File: config.mk
export PLATFORM = sky130hd
export DESIGN_NAME = phase_scheduler
export DESIGN_NICKNAME = d
export VERILOG_FILES = /design/src/rtl/phase_scheduler.sv
export SDC_FILE = /design/constraint.sdc
export NUM_CORES = 1
export LEC_CHECK = 0
export CORE_MARGIN = 2
export CORE_UTILIZATION = 40
export DETAILED_ROUTE_END_ITERATION = 12
export HOLD_SLACK_MARGIN = 0.06
export PLACE_DENSITY = 0.71
export SLEW_MARGIN = 20
export SYNTH_ARGS = -nofsm -noshare
export SYNTH_HDL_FRONTEND = slang
export SYNTH_SLANG_ARGS = --single-unit
File: constraint.sdc
create_clock -name clock -period 3.7 [get_ports clock]
set_clock_uncertainty 0.1 [all_clocks]
set_input_delay 0.37 -clock clock [delete_from_list [all_inputs] [get_ports clock]]
set_output_delay 0.37 -clock clock [all_outputs]
set_load 0.01 [all_outputs]
File: src/rtl/phase_scheduler.sv
// Round-robin share of one iterative phasecalc core between two I/Q channels.
// Latency 4 + core compute cycles from capture to out_valid; inputs held off while a channel's slot is full.
module phase_scheduler #(
    parameter int INSIZE  = 13,
    parameter int OUTSIZE = 19,
    parameter int TIMEOUT = 64,
    parameter int TOSIZE  = 7
) (
    input  logic               clock,
    input  logic               reset,
    input  logic               in0_valid,
    output logic               in0_ready,
    input  logic [INSIZE-1:0]  in0_x,
    input  logic [INSIZE-1:0]  in0_y,
    input  logic               in1_valid,
    output logic               in1_ready,
    input  logic [INSIZE-1:0]  in1_x,
    input  logic [INSIZE-1:0]  in1_y,
    output logic               core_start,
    input  logic               core_busy,
    output logic [INSIZE-1:0]  core_x,
    output logic [INSIZE-1:0]  core_y,
    input  logic [OUTSIZE-1:0] core_angle,
    output logic               out_valid,
    input  logic               out_ready,
    output logic [OUTSIZE-1:0] out_angle,
    output logic               out_ch,
    output logic               err_timeout
);

    typedef enum logic [2:0] {S_IDLE, S_LAUNCH, S_ARM, S_RUN, S_EMIT} state_t;

    state_t              state_q, state_d;
    logic                held0_q, held0_d, held1_q, held1_d;
    logic [INSIZE-1:0]   x0_q, x0_d, y0_q, y0_d, x1_q, x1_d, y1_q, y1_d;
    logic [INSIZE-1:0]   cx_q, cx_d, cy_q, cy_d;
    logic                last_q, last_d, cur_q, cur_d;
    logic [TOSIZE-1:0]   tocnt_q, tocnt_d;
    logic                ovld_q, ovld_d, och_q, och_d, err_q, err_d;
    logic [OUTSIZE-1:0]  oang_q, oang_d;
    logic                serve;

    always_ff @(posedge clock or posedge reset) begin
        if (reset) begin
            state_q <= S_IDLE;
            held0_q <= 1'b0;
            held1_q <= 1'b0;
            x0_q    <= '0;
            y0_q    <= '0;
            x1_q    <= '0;
            y1_q    <= '0;
            cx_q    <= '0;
            cy_q    <= '0;
            last_q  <= 1'b1;
            cur_q   <= 1'b0;
            tocnt_q <= '0;
            ovld_q  <= 1'b0;
            och_q   <= 1'b0;
            oang_q  <= '0;
            err_q   <= 1'b0;
        end else begin
            state_q <= state_d;
            held0_q <= held0_d;
            held1_q <= held1_d;
            x0_q    <= x0_d;
            y0_q    <= y0_d;
            x1_q    <= x1_d;
            y1_q    <= y1_d;
            cx_q    <= cx_d;
            cy_q    <= cy_d;
            last_q  <= last_d;
            cur_q   <= cur_d;
            tocnt_q <= tocnt_d;
            ovld_q  <= ovld_d;
            och_q   <= och_d;
            oang_q  <= oang_d;
            err_q   <= err_d;
        end
    end

    // Tie goes to the channel not served last; a lone pending channel always wins.
    assign serve = (held0_q && held1_q) ? ~last_q : held1_q;

    always_comb begin
        state_d = state_q;
        held0_d = held0_q;
        held1_d = held1_q;
        x0_d    = x0_q;
        y0_d    = y0_q;
        x1_d    = x1_q;
        y1_d    = y1_q;
        cx_d    = cx_q;
        cy_d    = cy_q;
        last_d  = last_q;
        cur_d   = cur_q;
        tocnt_d = tocnt_q;
        ovld_d  = ovld_q;
        och_d   = och_q;
        oang_d  = oang_q;
        err_d   = err_q;

        if (in0_valid && !held0_q) begin
            held0_d = 1'b1;
            x0_d    = in0_x;
            y0_d    = in0_y;
        end
        if (in1_valid && !held1_q) begin
            held1_d = 1'b1;
            x1_d    = in1_x;
            y1_d    = in1_y;
        end

        case (state_q)
            S_IDLE: begin
                if (held0_q || held1_q) begin
                    cur_d   = serve;
                    last_d  = serve;
                    cx_d    = serve ? x1_q : x0_q;
                    cy_d    = serve ? y1_q : y0_q;
                    if (serve) held1_d = 1'b0;
                    else       held0_d = 1'b0;
                    state_d = S_LAUNCH;
                end
            end
            S_LAUNCH: state_d = S_ARM;
            S_ARM: begin
                tocnt_d = '0;
                state_d = S_RUN;
            end
            S_RUN: begin
                if (!core_busy) begin
                    oang_d  = core_angle;
                    och_d   = cur_q;
                    ovld_d  = 1'b1;
                    state_d = S_EMIT;
                end else if (tocnt_q == TOSIZE'(TIMEOUT - 1)) begin
                    err_d   = 1'b1;
                    state_d = S_IDLE;
                end else begin
                    tocnt_d = tocnt_q + 1'b1;
                end
            end
            S_EMIT: begin
                if (out_ready) begin
                    ovld_d  = 1'b0;
                    state_d = S_IDLE;
                end
            end
            default: state_d = S_IDLE;
        endcase
    end

    assign in0_ready   = ~held0_q;
    assign in1_ready   = ~held1_q;
    assign core_start  = (state_q == S_LAUNCH);
    assign core_x      = cx_q;
    assign core_y      = cy_q;
    assign out_valid   = ovld_q;
    assign out_angle   = oang_q;
    assign out_ch      = och_q;
    assign err_timeout = err_q;

endmodule

# Yosys cells after proc, flatten, opt, wreduce, memory -nomap -nowiden
# Cells that the tools add are included.
dict set report op_classes {
  n_mux 22
  addsub 1
  reduce_logical 15
  eq_ne 11
  n_bitwise 4
}
# operator count
set op_table {}
lappend op_table {{13-bit two-way mux} 2}
lappend op_table {{3-bit one-hot mux with 5 select lines} 1}
lappend op_table {{7-bit two-way mux} 2}
lappend op_table {{7-bit one-hot mux with 2 select lines} 1}
lappend op_table {{3-bit two-way mux} 4}
lappend op_table {{3-bit AND reduction} 4}
lappend op_table {{1-bit two-way mux} 11}
lappend op_table {{2-bit != test, second input constant} 5}
lappend op_table {{7-bit by 1-bit adder with 7-bit output, second input constant} 1}
lappend op_table {{7-bit by 6-bit equality test with 1-bit output, second input constant} 1}
lappend op_table {{3-bit by 2-bit equality test with 1-bit output, second input constant} 2}
lappend op_table {{1-bit inverter} 4}
lappend op_table {{2-bit AND reduction} 2}
lappend op_table {{2-bit nonzero test} 2}
lappend op_table {{3-bit by 1-bit equality test with 1-bit output, second input constant} 1}
lappend op_table {{3-bit equality test, second input constant} 1}
lappend op_table {{1-bit logical AND} 3}
lappend op_table {{3-bit zero test} 1}
lappend op_table {{3-bit != test, second input constant} 1}
lappend op_table {{1-bit zero test} 2}
lappend op_table {{1-bit one-hot mux with 2 select lines} 1}
lappend op_table {{1-bit logical OR} 1}
dict set report totals {
  out_inout_bits 51
  ff_bits 114
}

# Depth between registers and ports, before layout
# Gate-level depths: netlist of run 1.
dict set report depth {
  ltp_word 6
  mapped_depth 7
  mapped_depth_nobuf 5
}

# Least setup slack after synthesis of run 1
# No wires, ideal clock.
dict set report synth_timing {
  path_type {register to register}
  start {register state_q[2]}
  end {register oang_q[10] (netlist: out_angle[10])}
  required_ps 3475
  stages_incl_launch_ff 6
  slack_ps 2141
  arrival_time_ps 1334
  synth_period_minus_slack_ps 1559
  path_buffers 2
  cell_sequence {dfrtp_1 clkbuf_2 nand3b_4 nor2_1 buf_2 mux2_2}
}
dict set report synth_between {
  elab_chain_cells 2
}
# item line
set synth_rtl {}
lappend synth_rtl {{start, declared} 33} ;# state_t state_q, state_d;
lappend synth_rtl {{start signal, assigned} 62} ;# state_q <= state_d;
lappend synth_rtl {{3-bit by 2-bit equality test with 1-bit output} 113} ;# case (state_q)
lappend synth_rtl {{2-bit AND reduction (no source line)} --}
lappend synth_rtl {{end signal, assigned} 76} ;# oang_q <= oang_d;
lappend synth_rtl {{end, declared} 40} ;# logic [OUTSIZE-1:0] oang_q, oang_d;
# No other way between the ends.
# A chain may end at the register's enable or synchronous reset.

# Worst setup path in the final report of run 1
dict set report layout_timing {
  start {register state_q[0]}
  end {register cy_q[0] (netlist: core_y[0])}
}
dict set report layout_between {
  elab_chain_cells 2
}
# item line
set layout_rtl {}
lappend layout_rtl {{3-bit zero test} 113}
lappend layout_rtl {{2-bit AND reduction (no source line)} --}
lappend layout_rtl {{end signal, assigned} 70} ;# cy_q <= cy_d;
lappend layout_rtl {{end, declared} 36} ;# logic [INSIZE-1:0] cx_q, cx_d, cy_q, cy_d;
# No other way between the ends.

==> results.ini, run 1 <==
[outcome]
status=finished clean

[power]
power_frac_comb_pct=34.9
p_per_area_nw_per_um2=912
vdd_drop_max_mv=0.515
intPower_mw=4.32
swShare_pct=30.0
switchingPower_mw=1.85
p_clk_share_pct=28.5
leakagePower_nw=2.86
seqPwrFrac_pct=36.5

[synth]
ys.flop_type=dfrtp_1
yosys-top-cells-count=113 x dfrtp_1, 69 x mux2_2, 31 x nor2_1
yosys-top-cells-area=dfrtp_1 60%, mux2_2 17%, mux2i_1 5.5%, a21oi_1 2.9%, nor2_1 2.5%
yosys.area.top_type=dfrtp_1
synthCells=350
synth_most_common_cell=dfrtp_1
synth_seq_area_share_pct=60.8
synth-edff-count=0
yosys_warnings=0
ys_types=39
synthArstFlopShare_pct=100
ys_ff_latch=114
syn_area_per_cell_um2=13.4
syn_nets=428
synth_top_area_share_pct=60.3
syn_area_um2=4690

[routing]
firstDrtPassIters=4
ant_nets=0
wl_per_cell_um=16.4
finalWirelength_um=10500
via_per_inst=4.98
vias=3184
drc=0
first_iter_violations=160

[timing]
final-max-slew-violation-count=0
finalSetupViolCount=0
worstMarginPinSlew_ps=964
fin_crit_sh_pct=63.8
fmax_mhz=424
slew_headroom_pct=35.6
min_period_ps=2360
finalHoldViolations=0
finalSetupTns_ps=0
rsz0062_at_grt=false

[clock_tree]
cts_num_sinks=114
cts_resized=0
cts_htree_levels=4
root_buffer=clkbuf_16
clock_latency_ps=410
ctsHoldBuffers=0
cts_tree=done
cts_setup_buffers=0
numCtsBuffers=17
path_clk_slew_ps=50
cts_buffer_depth=2

[final_layout]
utilization_pct=59.2
final_net_count=562
drive_above_1_share_pct=23.9
antenna_cells=0
syn2layout_area_growth_pct=44.0
layout.cells.non_filler=640
fill_cells=922

[floorplanning]
fp-row-count=39
start_util_pct=41.1
die-area_um2=12600
core_area_um2=11400
io_pins=128
die_w_um=112
chipHeight_um=112

[worst_setup_path]
crit_chain=nor3_2 > nor2b_4 > buf_4 > nor2_1 > a21oi_1
critPathTopFamily=simple AND/OR/NAND/NOR gates
required_ps=3930
end_kind=flip-flop
cp-start-kind=flip-flop
path_buf_inv=1
cp_max_fo=30
critPathMaxStageDelay_ps=680
critPathKind=reg2reg
arrival_ps=2590
cp_slowest_cell=nor2b_4

[place]
gp_congestion=0.756
hpwl_um=7240
port_buffers=127
placed_cells=608

[global_routing]
grt_use_total_pct=17.8
grt_first_pass_wirelength_um=17100
grt_max_degree=55
antenna_found_initial=0
overflow=0
first_global_vias=3397

[hold_path]
holdCritPathClass=in2async

[flow_run]
maxCapViolCount=0

per-stage QoR:
| stage | total power, mW | area [um2] | setup slack, ps | hold WS (ps) |
|---|---|---|---|---|
| 2_1_floorplan | 3.52 | 4690 | 216 | 345 |
| 3_3_place_gp | 4.37 | 6110 | 1380 | 360 |
| 3_5_place_dp | 4.44 | 6110 | 1370 | 359 |
| 4_1_cts | 6.23 | 6760 | 1330 | 276 |
| 5_1_grt | 6.53 | 6760 | 1120 | 325 |
| 6_report | 6.16 | 6760 | 1340 | 261 |
power groups by stage:
stage	clock network (mW)	registers (mW)	logic [mW]
after global placement	0	2.24	2.13
after floorplan	0	2.27	1.25
after global routing	1.86	2.32	2.35
after detailed placement	0	2.27	2.17
final	1.76	2.25	2.15
after CTS	1.79	2.25	2.19
worst reg2reg max path, delay by kind of cell, from the launching register on:
family          cells  cell delay, ps
compound gates      1             150
simple gates        3            1120
buf+inv             1             390
flops               1             520
area by class of cell:
class	count	area, um2	share of cell area, %
sequential	114	2850	42.2
multi-input combinational	212	1720	25.4
timing repair buffer	134	1340	19.8
clock buffer	23	498	7.37
tap	143	179	2.65
clock inverter	9	150	2.22
inverter	5	21.3	0.315
path summary, 6_finish.rpt:
check	start	end	slack, ps	cells past startpoint
min in group clock	err_timeout	err_timeout	370	1
max in group asynchronous	reset	last_q	2510	3
max reg2reg	state_q[0]	core_y[0]	1340	5
min reg2reg	err_timeout	err_timeout	370	1
max	state_q[0]	core_y[0]	1340	5
min	reset	out_angle[0]	260	2
flip-flops by register name, summed over array words and instances, names as in the netlist:
signal and flops:
last_q 1, y0_q 13, tocnt_q 7, cur_q 1
y1_q 13, held0_q 1, x0_q 13, x1_q 13
out_ch 1, core_y 13, held1_q 1, out_angle 19
core_x 13, state_q 3, err_timeout 1, out_valid 1
metal layers:
layer	global-route usage, %	part of all wire (%)
met5	0	0
met4	7.07	1.8
met3	6.59	4.8
met2	28.8	51
met1	21.7	43
cells by family (layout without fill, tap and decap cells):
logic type      after synthesis  count (layout)  synth area share [%]
simple gates                 59              59                  6.32
compound gates               54              54                  6.77
mux                          98              98                  22.8
fa+ha+maj                     1               1                 0.267
flops                       114             114                  60.8
buf+inv                      24             171                  3.01
cell usage in the layout (no fill, tap or decap), types with 2 or more instances in the layout:
cell type,synthesis,routed
mux2_1,3,3
mux2i_1,26,26
a31oi_1,4,4
a21oi_1,27,27
nor2_1,31,31
inv_1,5,4
o21ai_0,8,8
o31ai_1,4,4
clkbuf_16,0,17
bufinv_16,0,4
clkinv_2,0,3
dfrtp_1,113,113
nand2_1,9,9
o21ai_1,3,3
buf_4,4,6
nand3_1,2,2
clkinvlp_4,0,2
clkdlybuf4s50_1,0,127
clkbuf_8,0,5
nor2b_2,0,2
nand2b_1,4,4
mux2_2,69,69
Power figures use the tool's default switching activity.
==> run 2, diff against run 1 <==
PLACE_DENSITY = 0.68   (was 0.71)
clock period = 2.2 ns   (was 3.7 ns; I/O delays follow)
==> run 2 against run 1 <==
  * Sequential power up 67%
  * Power grew 67%
  * Global-route usage up 0.63 points
  * Largest cell class unchanged
==> results.ini, run 2 (same netlist as run 1, synthesis figures left out) <==
[outcome]
status=finished clean

[routing]
ant_nets=0
finalWirelength_um=10600
wl_per_cell_um=16.4
first_iter_violations=120
firstDrtPassIters=4
vias=3198
via_per_inst=4.96
drc=0

[clock_tree]
cts_setup_buffers=0
path_clk_slew_ps=60
cts_num_sinks=114
ctsHoldBuffers=0
numCtsBuffers=17
cts_buffer_depth=2
root_buffer=clkbuf_16
clock_latency_ps=400
cts_htree_levels=4
cts_tree=done
cts_resized=0

[floorplanning]
start_util_pct=41.1
io_pins=128
die_w_um=112
die-area_um2=12600
fp-row-count=39
core_area_um2=11400
chipHeight_um=112

[final_layout]
layout_common_cells=127 x clkdlybuf4s50_1, 112 x dfrtp_1, 69 x mux2_2
antenna_cells=0
largest_reg_flops=19
final_net_count=567
layout_commonest_cell=clkdlybuf4s50_1
syn2layout_area_growth_pct=44.9
fill_cells=957
drive_above_1_share_pct=25.1

[worst_setup_path]
cp-start-kind=flip-flop
path_buf_inv=1
critPathMaxStageDelay_ps=570
cp_max_fo=13
critPathKind=reg2out
end_kind=output port
required_ps=1880
cp_slowest_cell=clkdlybuf4s50_1
cp_num_cells=2
worst-r2r-cell-count=5
crit_chain=nor3b_1 > clkdlybuf4s50_1
arrival_ps=1690
critPathTopFamily=buffers and inverters

[timing]
finalSetupViolCount=0
worstMarginPinSlew_ps=581
fmax_mhz=497
fin_crit_sh_pct=91.5
min_period_ps=2010
slew_headroom_pct=61.2
finalSetupTns_ps=0
finalHoldViolations=0
final-max-slew-violation-count=0
rsz0062_at_grt=false

[power]
leakagePower_nw=2.87
power_mw=10.3
p_per_area_nw_per_um2=1510
vdd_drop_max_mv=0.859

[hold_path]
holdCritPathClass=in2async

[global_routing]
overflow=0
grt_use_total_pct=18.4
grt_max_degree=39
grt_first_pass_wirelength_um=18000
antenna_found_initial=0
first_global_vias=3508

[place]
port_buffers=127
gp_congestion=0.764
hpwl_um=7390

[flow_run]
maxCapViolCount=0

==> run 2: changes by cell type in the layout (fill, tap and decap cells not counted) <==
| cell | before | now |
|---|---|---|
| clkbuf_8 | 5 | 2 |
| dfrtp_1 | 113 | 112 |
| buf_12 | 1 | 4 |
| buf_4 | 6 | 8 |
| bufinv_16 | 4 | 3 |
| clkinvlp_4 | 2 | 6 |
| dfrtp_2 | 0 | 1 |
| inv_4 | 1 | 0 |
| clkbuf_1 | 1 | 0 |
| clkinv_4 | 0 | 2 |
==> run 2: power by group <==
group	switching (mW)	total (mW)	internal (mW)
combinational	1.56	3.71	2.15
clock	0.965	2.80	1.84
sequential	0.630	3.76	3.13
==> run 2: per-layer routing <==
| metal | wire [um] | track usage [%] |
|---|---|---|
| met5 | 0 | 0 |
| met4 | 177 | 7.72 |
| met3 | 396 | 4.97 |
| met2 | 5570 | 30.4 |
| met1 | 4420 | 22.9 |
==> run 2: layout make-up <==
class | instances | area [um2] | area share (%)
Clock inverter | 13 | 160 | 2.36
Inverter | 5 | 22.5 | 0.331
Clock buffer | 19 | 453 | 6.66
Multi-Input combinational cell | 212 | 1720 | 25.3
Timing Repair Buffer | 139 | 1410 | 20.8
Tap cell | 143 | 179 | 2.63
Sequential cell | 114 | 2860 | 42.0
==> run 2: worst reg2reg max path, stage by stage (launching register included) <==
cell and delay, ps:
dfrtp_1 390, ha_1 230, nand3_2 140, o311ai_2 580, o21ai_0 180, o31ai_1 90
==> run 2: stage by stage <==
| stage | util, % | setup slack [ps] | hold slack [ps] | area [um2] | instances |
|---|---|---|---|---|---|
| after detailed placement | 54.2 | 406 | 367 | 6180 | 613 |
| after floorplan | - | 495 | 228 | 4700 | 350 |
| after global placement | 54.2 | 416 | 360 | 6180 | 613 |
| final | 59.5 | 187 | 128 | 6800 | 645 |
| after global routing | 59.5 | 89.2 | 178 | 6800 | 645 |
| after CTS | 59.5 | 15.6 | 133 | 6800 | 645 |
==> run 2: path summary, 6_finish.rpt <==
path	from	end	slack (ps)
max	state_q[0]	core_start	190
min	reset	out_angle[0]	130
max reg2reg	tocnt_q[0]	tocnt_q[3]	400
min reg2reg	tocnt_q[5]	tocnt_q[5]	390
max in group asynchronous	reset	last_q	1240
min in group clock	core_angle[13]	out_angle[13]	320
==> run 3, diff against run 2 <==
CTS_CLUSTER_SIZE = 28   (was unset)
==> results of run 3 <==
Final layout, timing and power as in run 2 (identical DEF).
